**src/rtl/stopwatch_pkg.sv**
```systemverilog
// Shared types, 7-segment codes and BCD helpers for the two-digit stopwatch.
package stopwatch_pkg;

   typedef enum logic [4:0] {
      StIdle    = 5'b00001,
      StRunning = 5'b00010,
      StPaused  = 5'b00100,
      StIncOne  = 5'b01000,
      StIncTen  = 5'b10000
   } state_t;

   // Segment order is {g,f,e,d,c,b,a}, active-high.
   localparam logic [6:0] SEG_0     = 7'h3F;
   localparam logic [6:0] SEG_1     = 7'h06;
   localparam logic [6:0] SEG_2     = 7'h5B;
   localparam logic [6:0] SEG_3     = 7'h4F;
   localparam logic [6:0] SEG_4     = 7'h66;
   localparam logic [6:0] SEG_5     = 7'h6D;
   localparam logic [6:0] SEG_6     = 7'h7D;
   localparam logic [6:0] SEG_7     = 7'h07;
   localparam logic [6:0] SEG_8     = 7'h7F;
   localparam logic [6:0] SEG_9     = 7'h6F;
   localparam logic [6:0] SEG_BLANK = 7'h00;

   function automatic logic [6:0] seg_decode(input logic [3:0] digit);
      logic [6:0] seg;
      case (digit)
         4'd0:    seg = SEG_0;
         4'd1:    seg = SEG_1;
         4'd2:    seg = SEG_2;
         4'd3:    seg = SEG_3;
         4'd4:    seg = SEG_4;
         4'd5:    seg = SEG_5;
         4'd6:    seg = SEG_6;
         4'd7:    seg = SEG_7;
         4'd8:    seg = SEG_8;
         4'd9:    seg = SEG_9;
         default: seg = SEG_BLANK;
      endcase
      return seg;
   endfunction

   // Packed-BCD increment, 99 wraps to 00.
   function automatic logic [7:0] bcd_inc(input logic [7:0] val);
      logic [7:0] res;
      if (val[3:0] == 4'd9) begin
         res[3:0] = 4'd0;
         res[7:4] = (val[7:4] == 4'd9) ? 4'd0 : val[7:4] + 4'd1;
      end else begin
         res[3:0] = val[3:0] + 4'd1;
         res[7:4] = val[7:4];
      end
      return res;
   endfunction

   function automatic logic [7:0] bcd_tens_inc(input logic [7:0] val);
      logic [7:0] res;
      res[3:0] = val[3:0];
      res[7:4] = (val[7:4] == 4'd9) ? 4'd0 : val[7:4] + 4'd1;
      return res;
   endfunction

endpackage

```
**src/rtl/stopwatch_if.sv**
```systemverilog
// Button inputs and display outputs of the stopwatch; slave is the stopwatch side.
interface stopwatch_if;
   logic       one_button;
   logic       ten_button;
   logic       pause_button;
   logic       clear_button;
   logic [6:0] seg_0;
   logic [6:0] seg_1;
   logic [7:0] bcd_num;
   logic [4:0] fsm_state;

   modport master (
      output one_button, ten_button, pause_button, clear_button,
      input  seg_0, seg_1, bcd_num, fsm_state
   );

   modport slave (
      input  one_button, ten_button, pause_button, clear_button,
      output seg_0, seg_1, bcd_num, fsm_state
   );
endinterface

```
**src/rtl/button_debounce.sv**
```systemverilog
// Raw push-button to single-cycle press pulse: 2-FF synchronizer, stability counter,
// rising-edge detect on the accepted level.
module button_debounce #(
   parameter int unsigned DEBOUNCE_CYCLES = 500_000
) (
   input  logic clk,
   input  logic rst,
   input  logic btn_raw_i,
   output logic btn_pulse_o
);

   localparam int unsigned CntW = (DEBOUNCE_CYCLES > 1) ? $clog2(DEBOUNCE_CYCLES) : 1;
   localparam logic [CntW-1:0] CntMax = CntW'(DEBOUNCE_CYCLES - 1);

   logic            sync1_q, sync2_q;
   logic            level_q, level_d;
   logic            pulse_q, pulse_d;
   logic [CntW-1:0] cnt_q, cnt_d;

   always_ff @(posedge clk or posedge rst) begin
      if (rst) begin
         sync1_q <= 1'b0;
         sync2_q <= 1'b0;
         level_q <= 1'b0;
         pulse_q <= 1'b0;
         cnt_q   <= '0;
      end else begin
         sync1_q <= btn_raw_i;
         sync2_q <= sync1_q;
         level_q <= level_d;
         pulse_q <= pulse_d;
         cnt_q   <= cnt_d;
      end
   end

   // Counter tracks consecutive samples that disagree with the accepted level.
   always_comb begin
      level_d = level_q;
      pulse_d = 1'b0;
      cnt_d   = '0;
      if (sync2_q != level_q) begin
         if (cnt_q == CntMax) begin
            level_d = sync2_q;
            pulse_d = sync2_q;
         end else begin
            cnt_d = cnt_q + 1'b1;
         end
      end
   end

   assign btn_pulse_o = pulse_q;

endmodule

```
**src/rtl/stopwatch_top.sv**
```systemverilog
// Two-digit BCD stopwatch: button debounce, tick prescaler, one-hot control FSM, 7-seg decode.
// DISPLAY_ACTIVE_LOW_EN inverts both segment outputs for common-anode displays.
module stopwatch_top #(
   parameter int unsigned DEBOUNCE_CYCLES = 500_000,
   parameter int unsigned TICK_CYCLES     = 10_000_000
) (
   input logic       clk,
   input logic       rst,
   stopwatch_if.slave sw_io
);
   import stopwatch_pkg::*;

   localparam int unsigned PreW = (TICK_CYCLES > 1) ? $clog2(TICK_CYCLES) : 1;
   localparam logic [PreW-1:0] PreMax = PreW'(TICK_CYCLES - 1);

   logic            rst_meta_q, rst_sync_q;
   logic            one_pulse, ten_pulse, pause_pulse, clear_pulse;
   state_t          state_q, state_d;
   logic [7:0]      count_q, count_d;
   logic [PreW-1:0] presc_q, presc_d;
   logic [6:0]      seg_0_raw, seg_1_raw;

   // Reset asserts immediately, releases on a clock edge.
   always_ff @(posedge clk or posedge rst) begin
      if (rst) begin
         rst_meta_q <= 1'b1;
         rst_sync_q <= 1'b1;
      end else begin
         rst_meta_q <= 1'b0;
         rst_sync_q <= rst_meta_q;
      end
   end

   button_debounce #(.DEBOUNCE_CYCLES(DEBOUNCE_CYCLES)) u_db_one (
      .clk         (clk),
      .rst         (rst_sync_q),
      .btn_raw_i   (sw_io.one_button),
      .btn_pulse_o (one_pulse)
   );

   button_debounce #(.DEBOUNCE_CYCLES(DEBOUNCE_CYCLES)) u_db_ten (
      .clk         (clk),
      .rst         (rst_sync_q),
      .btn_raw_i   (sw_io.ten_button),
      .btn_pulse_o (ten_pulse)
   );

   button_debounce #(.DEBOUNCE_CYCLES(DEBOUNCE_CYCLES)) u_db_pause (
      .clk         (clk),
      .rst         (rst_sync_q),
      .btn_raw_i   (sw_io.pause_button),
      .btn_pulse_o (pause_pulse)
   );

   button_debounce #(.DEBOUNCE_CYCLES(DEBOUNCE_CYCLES)) u_db_clear (
      .clk         (clk),
      .rst         (rst_sync_q),
      .btn_raw_i   (sw_io.clear_button),
      .btn_pulse_o (clear_pulse)
   );

   always_ff @(posedge clk or posedge rst_sync_q) begin
      if (rst_sync_q) begin
         state_q <= StIdle;
         count_q <= '0;
         presc_q <= '0;
      end else begin
         state_q <= state_d;
         count_q <= count_d;
         presc_q <= presc_d;
      end
   end

   // Priority clear > pause > ten > one; the else-if chain drops the losers.
   always_comb begin
      state_d = state_q;
      count_d = count_q;
      presc_d = presc_q;
      if (clear_pulse) begin
         state_d = StIdle;
         count_d = '0;
         presc_d = '0;
      end else begin
         unique case (state_q)
            StIdle, StPaused: begin
               if (pause_pulse) begin
                  state_d = StRunning;
               end else if (ten_pulse) begin
                  state_d = StIncTen;
               end else if (one_pulse) begin
                  state_d = StIncOne;
               end
            end
            StRunning: begin
               if (pause_pulse) begin
                  state_d = StPaused;
               end else if (presc_q == PreMax) begin
                  presc_d = '0;
                  count_d = bcd_inc(count_q);
               end else begin
                  presc_d = presc_q + 1'b1;
               end
            end
            StIncOne: begin
               count_d = bcd_inc(count_q);
               state_d = StPaused;
            end
            StIncTen: begin
               count_d = bcd_tens_inc(count_q);
               state_d = StPaused;
            end
            default: state_d = StIdle;
         endcase
      end
   end

   assign seg_0_raw = seg_decode(count_q[3:0]);
   assign seg_1_raw = seg_decode(count_q[7:4]);

`ifdef DISPLAY_ACTIVE_LOW_EN
   assign sw_io.seg_0 = ~seg_0_raw;
   assign sw_io.seg_1 = ~seg_1_raw;
`else
   assign sw_io.seg_0 = seg_0_raw;
   assign sw_io.seg_1 = seg_1_raw;
`endif

   assign sw_io.bcd_num   = count_q;
   assign sw_io.fsm_state = state_q;

endmodule

```
**src/flat_wrapper.sv**
```systemverilog
// flat-port wrapper written by rule: the top's interface ports become plain ports
module stopwatch_top_flat import stopwatch_pkg::*;
#(
   parameter int unsigned DEBOUNCE_CYCLES = 500_000,
   parameter int unsigned TICK_CYCLES     = 10_000_000
)
  (clk, rst, sw_io_one_button, sw_io_ten_button, sw_io_pause_button, sw_io_clear_button, sw_io_seg_0, sw_io_seg_1, sw_io_bcd_num, sw_io_fsm_state);
  stopwatch_if sw_io_i ();
  input logic clk;
  input logic rst;
  input wire logic [$bits(sw_io_i.one_button)-1:0] sw_io_one_button;
  input wire logic [$bits(sw_io_i.ten_button)-1:0] sw_io_ten_button;
  input wire logic [$bits(sw_io_i.pause_button)-1:0] sw_io_pause_button;
  input wire logic [$bits(sw_io_i.clear_button)-1:0] sw_io_clear_button;
  output wire logic [$bits(sw_io_i.seg_0)-1:0] sw_io_seg_0;
  output wire logic [$bits(sw_io_i.seg_1)-1:0] sw_io_seg_1;
  output wire logic [$bits(sw_io_i.bcd_num)-1:0] sw_io_bcd_num;
  output wire logic [$bits(sw_io_i.fsm_state)-1:0] sw_io_fsm_state;
  assign sw_io_i.one_button = sw_io_one_button;
  assign sw_io_i.ten_button = sw_io_ten_button;
  assign sw_io_i.pause_button = sw_io_pause_button;
  assign sw_io_i.clear_button = sw_io_clear_button;
  assign sw_io_seg_0 = sw_io_i.seg_0;
  assign sw_io_seg_1 = sw_io_i.seg_1;
  assign sw_io_bcd_num = sw_io_i.bcd_num;
  assign sw_io_fsm_state = sw_io_i.fsm_state;
  stopwatch_top #(.DEBOUNCE_CYCLES(DEBOUNCE_CYCLES), .TICK_CYCLES(TICK_CYCLES)) u_core (.clk(clk), .rst(rst), .sw_io(sw_io_i));
endmodule
```
**config.mk**
```make
export PLATFORM = sky130hd
export DESIGN_NAME = stopwatch_top_flat
export DESIGN_NICKNAME = d
export VERILOG_FILES = /design/src/rtl/stopwatch_pkg.sv /design/src/rtl/stopwatch_if.sv /design/src/rtl/button_debounce.sv /design/src/rtl/stopwatch_top.sv /design/src/flat_wrapper.sv
export SDC_FILE = /design/constraint.sdc
export NUM_CORES = 1
export LEC_CHECK = 0
export CORE_AREA = 2 2 236 122
export DETAILED_ROUTE_END_ITERATION = 6
export DIE_AREA = 0 0 238 124
export PLACE_DENSITY = 0.5
export SLEW_MARGIN = 20
export SYNTH_ARGS = -nofsm -noshare
export SYNTH_HDL_FRONTEND = slang
export SYNTH_SLANG_ARGS = --single-unit
```
**constraint.sdc**
```tcl
create_clock -name clk -period 3.7 [get_ports clk]
set_clock_uncertainty 0.2 [all_clocks]
set_input_delay 0.74 -clock clk [delete_from_list [all_inputs] [get_ports clk]]
set_output_delay 0.74 -clock clk [all_outputs]
set_load 0.02 [all_outputs]
```
### Yosys cells after proc, flatten, opt, wreduce, memory -nomap -nowiden

Memory sizes are Yosys's and may differ from the RTL's.
Index checks and enable logic that the tools add are counted.
W data, S select, Z words.

| word-level totals | value |
|---|---|
| output and inout port bits | 27 |
| memories | 2 |
| register bits after elaboration | 131 |
| memory bits (read-only) | 224 |
| word-level logic and storage cells | 102 |

| cells by class | value |
|---|---|
| reduce and logical (&&, ||, !) cells | 13 |
| multiplexer cells | 32 |
| equal/unequal tests | 22 |
| add/sub/neg operators | 7 |

Memories:

| memory | depth | width | read ports | clocked after memory_dff | wr ports | line | RTL |
|---|---|---|---|---|---|---|---|
| (name not given) | 16 | 7 | 1 | 0 | 0 | stopwatch_pkg.sv:27 | `case (digit)` |
| (name not given) | 16 | 7 | 1 | 0 | 0 | stopwatch_pkg.sv:27 |  |

Operators with widths:

| kind | count |
|---|---|
| $mux W19 | 8 |
| $mux W24 | 4 |
| $add A19 B1 Y19 const B | 4 |
| $eq A19 B19 Y1 const B | 4 |
| $mux W8 | 4 |
| $mux W5 | 5 |
| $add A24 B1 Y24 const B | 1 |
| $eq A24 B24 Y1 const B | 1 |
| $pmux W8 S3 | 1 |
| $pmux W5 S3 | 1 |
| $reduce_and A2 Y1 | 6 |
| $add A4 B1 Y4 const B | 2 |
| $eq A4 B4 Y1 const B | 2 |
| $mux W1 | 8 |
| $ne A3 B3 Y1 const B | 2 |
| $eq A5 B1 Y1 const B | 1 |
| $eq A5 B2 Y1 const B | 1 |
| $eq A5 B3 Y1 const B | 1 |
| $eq A5 B4 Y1 const B | 1 |
| $eq A5 B5 Y1 const B | 1 |
| $ne A5 B5 Y1 const B | 1 |
| $mux W4 | 1 |
| $ne A1 B1 Y1 | 4 |
| $ne A2 B2 Y1 const B | 2 |
| 7 further kinds | 8 |

### Longest topological paths before layout

| logic depth | value |
|---|---|
| word-level depth | 7 |
| gate-level depth with buffers | 8 |

### Modules after synthesis

A second synthesis with hierarchy kept.

| second synthesis, totals | value |
|---|---|
| cell total of the unflattened synthesis | 732 |
| area, all modules | 7313.3 sq um |

Modules (own cells, without submodules):

| module | area each (sq um) | seq. area each (sq um) | instances | cells an instance |
|---|---|---|---|---|
| button_debounce | 1153.6 | 575.6 | 4 | 108 |
| stopwatch_top | 2698.8 | 979.7 | 1 | 300 |

### Worst setup path after synthesis

OpenSTA, ideal clock, no wires.

| timing | value |
|---|---|
| kind | register -> output |
| start point | register u_core.count_q[5] (netlist: u_core.sw_io.bcd_num[5]) |
| end point | output sw_io_seg_1[3] |
| arrival time | 1573 ps |
| slack | 1187 ps |
| cell stages (with the launch flop) | 5 |
| buffers on the path | 0 |
| cells stage by stage | dfrtp_1 > inv_1 > ha_1 > inv_1 > o21ai_0 |

| between the ends | value |
|---|---|
| word-level cells in the longest chain between the ends | 1 |

Ends and longest elaborated chain:

| what | line | RTL |
|---|---|---|
| start: declaration | stopwatch_top.sv:19 | `logic [7:0] count_q, count_d;` |
| start signal: assignment | stopwatch_top.sv:69 | `count_q <= count_d;` |
| $mem_v2 Z16 W7 | - |  |
| end: declaration | flat_wrapper.sv:16 | `output wire logic [$bits(sw_io_i.seg_1)-1:0] sw_io_seg_1;` |

No other way between the ends.

### Final worst setup path

| timing | value |
|---|---|
| start point | register u_core.count_q[1] (netlist: u_core.sw_io.bcd_num[1]) |
| end point | output sw_io_seg_0[3] |

| between the ends | value |
|---|---|
| word-level cells in the longest chain between the ends | 1 |

Ends and longest elaborated chain:

| what | line | RTL |
|---|---|---|
| $mem_v2 Z16 W7 | - |  |
| end: declaration | flat_wrapper.sv:15 | `output wire logic [$bits(sw_io_i.seg_0)-1:0] sw_io_seg_0;` |

No other way between the ends.

==> out/results.tsv <==
metric	value	unit
outcome	complete, no violations	
die_h	124	um
final_net_count	751	
routedLengthMet1	8570	um
fin_util	29.4	%
detail_route.wl_per_cell	13.3	um
finalMaxSlewViolations	0	
final_hold_viol_count	0	
grt_pass1_vias	4658	
hp-class	reg2async	
cts-root-buf	clkbuf_16	
crit_fanout	10	
drv_cap	0	
slew_headroom	41.3	%
syn_area_per_cell	9.80	um2
max_freq	309	MHz
vdd_drop_max	0.218	mV
cp-start-kind	register	
power_leakage	3.33	nW
setup_viol	0	
synthTopCellsByCount	dfrtp_1 (128), nor2_1 (101), nand2_1 (48), xor2_1 (44), nand3_1 (39)	
grt_overflow	0	
cpMostUsedCell	inv_1	
async_reset_ff_share	100	%
slowest_stage	clkdlybuf4s50_1	
post_synth_num_cell_types	66	
met2_length	5170	um
crit_required	2.76	ns
cp_num_cells	5	
clk_pin_slew_worst_paths	0.06	ns
grt_max_degree	86	
synthCells	687	
syn-num-nets	714	
antenna_found_initial	0	
synth_top_area_cell	dfrtp_1	
whs	0.0692	ns
num_rows	43	
post_cts_buffers	0	
ant_nets	0	
ff2ff_setup_slack	1.05	ns
drt-pass1-iter-count	4	
portBuffers	32	
worst_pin_slew	0.877	ns
area_growth	19.2	%
place_inst	1065	
die_w	238	um
antenna-diode-count	0	
critical_path.top_delay_family	buffers and inverters	
clock_path_buffers	2	
start_util	24.6	%
rr_worst_depth	5	
cp.arrival	2.29	ns
finalCriticalPeriod	3.23	ns
routed.top_layer	met4	
drc	0	
numCtsBuffers	17	
via_per_inst	4.50	
rr_startpoint	u_core.presc_q[11]$_DFFE_PP0P_	
yosysSeqAreaShare	48.7	%
grt_setup_unrepaired	no	
place_hpwl	9980	um
critPathKind	reg2out	
grt.total_usage	10.7	%
crit-reg2reg-capture	u_core.presc_q[22]$_DFFE_PP0P_	
yosys.area.top_type_share	47.6	%
synth_seq_cells	131	
wl_met3	575	um
drt_wl_total	14600	um
drive_gt1_share	7.46	%
htree_levels	4	
min_period_over_period	87.4	%
vias	4938	
synth_area	6730	um2
fin_cells	1097	
clock_sinks	131	
power_density	391	nW/um2
yosys-top-cells-area	dfrtp_1 (48%), xor2_1 (5.7%), nor2_1 (5.6%)	
crit_chain	inv_1 -> ha_1 -> inv_1 -> o21ai_0 -> clkdlybuf4s50_1	
yosysWarnings	0	
place.gp.congestion	0.791	
synth_edf_count	0	
endpoint_kind	output pin	
core	27300	um2
cts_resized	0	
path_buf_inv	3	
grt_pass1_wl	24700	um
max_stage_delay	0.62	ns
tns	0	ns
ios	33	
cts_tree	built	
worst_skew_pair.late_latency	0.42	ns
die-area	29500	um2
synth_top_flop_cell	dfrtp_1	
cts.hold.buffers_added	0	
drtIter0Drc	345	
yosysMostFrequentCell	dfrtp_1	
[cell families (layout without fill, tap and decap cells)]
family / count (synthesis) / count (layout) / synth area share, %
adder cells (fa/ha/maj): 21 / 21 / 3.90
flip-flops: 131 / 131 / 48.7
other: 1 / 1 / 0.0557
AND/OR/NAND/NOR: 314 / 314 / 24.5
AO/OA/AOI/OAI: 94 / 94 / 9.03
multiplexers: 5 / 5 / 0.818
XOR/XNOR: 79 / 79 / 10.3
buffers and inverters: 42 / 92 / 2.62
[layout make-up]
cell class / count / area (um2)
fill: 2853 / 19300
sequential: 131 / 3280
multi-input combinational: 514 / 3270
clock buffer: 19 / 453
tap: 360 / 450
timing repair buffer: 35 / 355
clock inverter: 13 / 110
inverter: 25 / 97.6
[worst reg2reg max path, stage by stage, from the launching register on]
cell and delay (ns):
dfrtp_1 0.47, or4b_4 0.59, nor3_1 0.21, a21o_1 0.60, o21ai_0 0.21, a22o_1 0.26
[worst max-delay path by stage]
stage | from | endpoint
floorplan | u_core.sw_io.bcd_num[5]$_DFFE_PP0P_ | sw_io_seg_1[3]
global placement | u_core.sw_io.bcd_num[1]$_DFFE_PP0P_ | sw_io_seg_0[3]
detailed placement | u_core.sw_io.bcd_num[1]$_DFFE_PP0P_ | sw_io_seg_0[3]
CTS | u_core.sw_io.bcd_num[1]$_DFFE_PP0P_ | sw_io_seg_0[3]
global route | u_core.sw_io.bcd_num[5]$_DFFE_PP0P_ | sw_io_seg_1[0]
finish | u_core.sw_io.bcd_num[1]$_DFFE_PP0P_ | sw_io_seg_0[3]
[flip-flops by register name, indices dropped and copies added (netlist names), 5 cells and up]
name / flops
u_core.presc_q: 24
u_core.sw_io.fsm_state: 5
u_core.u_db_ten.cnt_q: 19
u_core.sw_io.bcd_num: 8
u_core.u_db_one.cnt_q: 19
u_core.u_db_clear.cnt_q: 19
u_core.u_db_pause.cnt_q: 19
[power breakdown]
group | switching, mW | total [mW] | leakage [nW] | internal [mW]
sequential | 0.0143 | 1.46 | 1.79 | 1.45
clock | 0.650 | 1.61 | 0.279 | 0.955
combinational | 0.0504 | 0.0705 | 1.26 | 0.0201
[per-layer routing]
layer | vias to the layer above | track usage [%]
met5 | - | 0
met4 | 0 | 4.26
met3 | 21 | 2.95
met2 | 69 | 13.1
met1 | 2353 | 16.9
li1 | 2495 | -
[per-stage QoR]
| step | setup slack, ns | instance area, um2 | total power, mW |
|---|---|---|---|
| finish | 0.466 | 8020 | 3.14 |
| global route | 0.254 | 8020 | 3.27 |
| CTS | 0.447 | 8020 | 3.20 |
| floorplan | 1.19 | 6740 | 1.54 |
| detailed placement | 0.916 | 7460 | 1.56 |
| global placement | 0.935 | 7460 | 1.56 |
[placed cells by master (no fill, tap or decap), drive strengths merged, types with 4 or more instances in the layout]
| cell | instances |
|---|---|
| nand4b | 4 |
| xor2 | 44 |
| ha | 21 |
| nor3b | 8 |
| a21o | 7 |
| dfrtp | 128 |
| a22o | 7 |
| or4 | 6 |
| and3 | 13 |
| a21oi | 12 |
| nand2 | 51 |
| o21ai | 30 |
| nor2 | 102 |
| xnor2 | 35 |
| inv | 25 |
| nand3 | 40 |
| mux2 | 4 |
| nand2b | 4 |
| or2 | 4 |
| o21a | 4 |
| clkbuf | 19 |
| clkinv | 9 |
| nor3 | 18 |
| nor4 | 11 |
| clkdlybuf4s50 | 32 |
| o22ai | 7 |
| and4 | 11 |
| or3 | 5 |
| a31oi | 9 |
| nand4 | 24 |
Note: power is estimated with default switching activity, not from simulation.
